$ cat src/rtl/conv_maxpool_row.sv
// conv_maxpool_row: streaming 2x2/stride-2 max-pool over conv output rows.
// Optional fused ReLU on input elements when MAXPOOL_RELU_EN is defined.
module conv_maxpool_row #(
  parameter int DATA_WIDTH = 8,
  parameter int D          = 4,
  parameter int W          = 12,
  parameter int H          = 12
) (
  input  logic                            clk,
  input  logic                            rstn_i,
  input  logic                            image_start_i,
  input  logic [D*W*DATA_WIDTH-1:0]       row_i,
  input  logic                            row_valid_i,
  output logic [D*(W/2)*DATA_WIDTH-1:0]   pool_o,
  output logic                            pool_valid_o,
  output logic                            frame_done_o
);
  localparam int HW = W / 2;
  localparam int HB = D * HW * DATA_WIDTH;
  localparam int CW = (H > 1) ? $clog2(H) : 1;
  typedef enum logic {EVEN, ODD} state_t;
  state_t          state_q, state_eff;
  logic [CW-1:0]   row_cnt_q, cnt_eff;
  logic [HB-1:0]   buf_q, h_d, pool_d, pool_q;
  logic            pool_valid_q, frame_done_q, last_row;
  function automatic logic signed [DATA_WIDTH-1:0] smax(
    input logic signed [DATA_WIDTH-1:0] a,
    input logic signed [DATA_WIDTH-1:0] b);
    return (a > b) ? a : b;
  endfunction
  function automatic logic signed [DATA_WIDTH-1:0] act(input logic signed [DATA_WIDTH-1:0] v);
`ifdef MAXPOOL_RELU_EN
    return v[DATA_WIDTH-1] ? '0 : v;
`else
    return v;
`endif
  endfunction
  always_comb begin
    h_d    = '0;
    pool_d = '0;
    for (int d = 0; d < D; d++) begin
      for (int x = 0; x < HW; x++) begin
        h_d[(d*HW+x)*DATA_WIDTH +: DATA_WIDTH] =
          smax(act(row_i[(d*W+2*x)*DATA_WIDTH +: DATA_WIDTH]),
               act(row_i[(d*W+2*x+1)*DATA_WIDTH +: DATA_WIDTH]));
        pool_d[(d*HW+x)*DATA_WIDTH +: DATA_WIDTH] =
          smax(buf_q[(d*HW+x)*DATA_WIDTH +: DATA_WIDTH],
               h_d[(d*HW+x)*DATA_WIDTH +: DATA_WIDTH]);
      end
    end
  end
  // A start pulse takes effect before a coincident row is classified.
  assign state_eff = image_start_i ? EVEN : state_q;
  assign cnt_eff   = image_start_i ? '0 : row_cnt_q;
  assign last_row  = (cnt_eff == CW'(H - 1));
  always_ff @(posedge clk or negedge rstn_i) begin
    if (!rstn_i) begin
      state_q      <= EVEN;
      row_cnt_q    <= '0;
      buf_q        <= '0;
      pool_q       <= '0;
      pool_valid_q <= 1'b0;
      frame_done_q <= 1'b0;
    end else begin
      pool_valid_q <= 1'b0;
      frame_done_q <= 1'b0;
      if (row_valid_i && state_eff == EVEN) begin
        buf_q     <= h_d;
        state_q   <= ODD;
        row_cnt_q <= cnt_eff + 1'b1;
      end else if (row_valid_i) begin
        pool_q       <= pool_d;
        pool_valid_q <= 1'b1;
        frame_done_q <= last_row;
        state_q      <= EVEN;
        row_cnt_q    <= last_row ? '0 : cnt_eff + 1'b1;
      end else if (image_start_i) begin
        state_q   <= EVEN;
        row_cnt_q <= '0;
      end
    end
  end
  assign pool_o       = pool_q;
  assign pool_valid_o = pool_valid_q;
  assign frame_done_o = frame_done_q;
endmodule

$ cat config.mk
export PLATFORM = sky130hd
export DESIGN_NAME = conv_maxpool_row
export DESIGN_NICKNAME = d
export VERILOG_FILES = /design/src/rtl/conv_maxpool_row.sv
export SDC_FILE = /design/constraint.sdc
export NUM_CORES = 1
export LEC_CHECK = 0
export CORE_UTILIZATION = 50
export DETAILED_ROUTE_END_ITERATION = 7
export PLACE_DENSITY = 0.91
export RECOVER_POWER = 25
export SLEW_MARGIN = 20
export SYNTH_ARGS = -nofsm -noshare
export SYNTH_HDL_FRONTEND = slang
export SYNTH_SLANG_ARGS = --single-unit
$ cat constraint.sdc
create_clock -name clk -period 4.5 [get_ports clk]
set_input_delay 1.35 -clock clk [delete_from_list [all_inputs] [get_ports clk]]
set_output_delay 1.35 -clock clk [all_outputs]
set_load 0.05 [all_outputs]
==> results.toml, run 1 <==
[status]
outcome = "complete, but fails checks"
failed_checks = "design-rule violations, max-capacitance violations, max-slew violations, negative setup slack"

[clock_tree]
cts_tree = "yes"
cts-buffers-inserted = 46
ctsHoldBuffers = 0
cts.htree.levels = 2
clock-root-buffer = "clkbuf_16"
clkLatencyLatePin_ns = 0.57
cts.clk_slew.worst_paths_ns = 0.06
clock_sinks = 391
clk_path_buf_depth = 3

[pwr]
power_mw = 20.94
p_leak_nw = 19.18
max-vdd-ir-drop_mv = 0.4253
powerDensity_mw_per_mm2 = 524.7

[critical_path]
startpoint = "row_i[269]"
r2r-start = "buf_q[75]"
path_class = "input port to flop"
rr_worst_depth = 7
cp_max_fo = 7
reg2reg_slack_ns = 2.18
r2r_end = "pool_o[76]"
endpoint_kind = "flop"
critical_path_required_ns = 4.94
setup.worst_path.end = "pool_o[130]"
critPathLaunchType = "input port"
crit_arrival_ns = 5.58

[grt]
gr-total-overflow = 0
antenna_found_initial = 6
grt_use_total_pct = 31.12
grt_max_degree = 123
grt_pass1_wl_um = 141400
grt_pass1_vias = 27954

[logic_synthesis]
synth_edf_count = 0
yosysUniqueCellTypes = 66
synthesis.nets = 3732
async_flop_share_pct = 100.0
synth_common_cells = "inv_1, dfrtp_1, ha_1"
ys_seq_area_share_pct = 35.98
ys_warn_count = 0
syn_area_per_cell_um2 = 9.196
synthCells = 2957
synth-seq-cells = 391
synthTopCellsByArea = "dfrtp_1, ha_1, mux2i_1"
synth_top_area_share_pct = 35.98
syn_area_mm2 = 0.02719
ys.flop_type = "dfrtp_1"
synth_top_area_cell = "dfrtp_1"
yosysMostFrequentCell = "inv_1"

[drt]
finalWirelength_um = 98760
viasPerCell = 6.017
firstDrtPassIters = 8
drc = 13
drt_first_iter_violations = 2405
avgRoutedWirePerCell_um = 20.97
drtAntennaViolNets = 0
vias = 28342

[placement]
pre_cts_slack_ns = -0.7462
port-buffer-count = 581
dpl-instance-area_mm2 = 0.03730
placedCellCount = 4612
hpwl_um = 67440
place_congestion = 0.9675

[timing]
min_period_over_period_pct = 114.1
setup_viol = 42
tns_ns = -11.92
timing.hold.ws_ns = 0.4950
relSlewSlack_pct = -83.60
worst_slack_ns = -0.6364
fmax_mhz = 194.7
maxSlewViolCount = 97
grt_setup_unrepaired = "yes"
fin_skew_ns = 0.01540
min_period_ns = 5.136
tightest_slew_ns = 2.754
hold_viol = 0

[die]
die_y_um = 235.2
die_x_um = 235.2
rows = 85
io_pins = 582
core_mm2 = 0.05381
start_util_pct = 50.53
dieArea_mm2 = 0.05532

[layout]
final_cells = 4710
final_core_util_pct = 74.15
drive_gt1_share_pct = 18.75
fin_nets = 4753
design_area_mm2 = 0.03990
synthToLayoutAreaGrowth_pct = 46.73

[job]
maxCapViolCount = 1

[hold_path]
hp-class = "flop to flop"
routing by layer:
layer / GRT usage [%] / wire [um]
met1: 35.51 / 35380
met2: 54.38 / 47540
met3: 6.825 / 8629
met4: 16.60 / 7190
met5: 0 / 22
registers in the layout, indices dropped and copies added (netlist names):
register and cells:
pool_o 192, pool_valid_o 1, state_q 1, frame_done_o 1
buf_q 192, row_cnt_q 4
what timing repair did:
item | 4_1_cts | 5_1_grt
pin swaps | 4 | 45
cloned | 0 | 0
setup endpoints to repair | 36 | 156
resized for setup | 13 | 188
buffers inserted | 2 | 12
worst min-delay path by stage:
stage	depth (start not counted)	from	slack, ns	end
after global placement	2	pool_o[108]	0.47	pool_o[108]
after CTS	2	pool_o[105]	0.50	pool_o[105]
after global routing	2	pool_o[105]	0.52	pool_o[105]
after floorplan	2	buf_q[137]	0.49	pool_o[137]
final	2	pool_o[170]	0.50	pool_o[170]
after detailed placement	2	pool_o[170]	0.48	pool_o[170]
cells by family (layout without fill, tap and decap cells):
group,count (synthesis),after routing,share of synthesized area (%)
compound gates,788,788,19.98
simple gates,678,678,11.72
buf+inv,517,1571,7.210
flops,391,391,35.98
fa+ha+maj,387,387,17.81
mux,195,195,7.270
xor+xnor,1,1,0.03221
other cells,0,3,0
placed cells by master, fill, tap and decap left out, drive strengths merged, types with 9 or more instances in the layout:
cell             n
a211oi          15
a21boi          14
a21o            33
a21oi          283
a221o           15
a221oi          16
a31oi           42
a41oi            9
and2            11
buf            484
clkbuf          70
clkdlybuf4s50  565
clkinv           9
dfrtp          391
dlymetal6s2s    15
ha             387
inv            423
mux2            10
mux2i          185
nand2          161
nand2b          26
nand3           58
nand4           50
nor2           244
nor2b           92
nor3             9
o211a            9
o211ai          48
o21ai           91
o221ai         142
o22ai           15
cell type report:
class / instances / area (um2)
multi-input cells: 2049 / 16430
fillers: 3198 / 13910
flip-flops and latches: 391 / 9784
repair buffers: 1068 / 9717
inverters: 422 / 1585
clock buffers: 66 / 1358
well taps: 696 / 870.8
clock inverters: 15 / 147.6
diodes: 3 / 7.507
report_power, final:
| group | switching (mW) | total, mW | internal [mW] | leakage, nW |
|---|---|---|---|---|
| Clock | 1.54 | 3.75 | 2.21 | 0.737 |
| Sequential | 0.988 | 5.72 | 4.73 | 4.55 |
| Combinational | 7.00 | 11.5 | 4.47 | 13.9 |
worst max-delay path, cell delays in order:
cell,delay (ns)
clkdlybuf4s50_1,0.48
inv_1,0.07
ha_4,0.29
nand4_1,0.15
a211oi_1,0.89
a311oi_2,0.21
mux2i_4,0.29
buf_12,0.18
mux2i_4,0.25
inv_1,0.06
ha_1,0.27
nand2_1,0.06
o311ai_2,0.28
o21ai_1,0.11
o21a_1,0.16
buf_6,0.16
a31oi_4,0.20
o21ai_1,0.09
(Power assumes the default switching activity.)
==> run 2, diff against run 1 <==
Settings changed: HOLD_SLACK_MARGIN from default to 0.12.
==> results of run 2 <==
No change in the layout: final DEF, timing and power equal those of run 1.
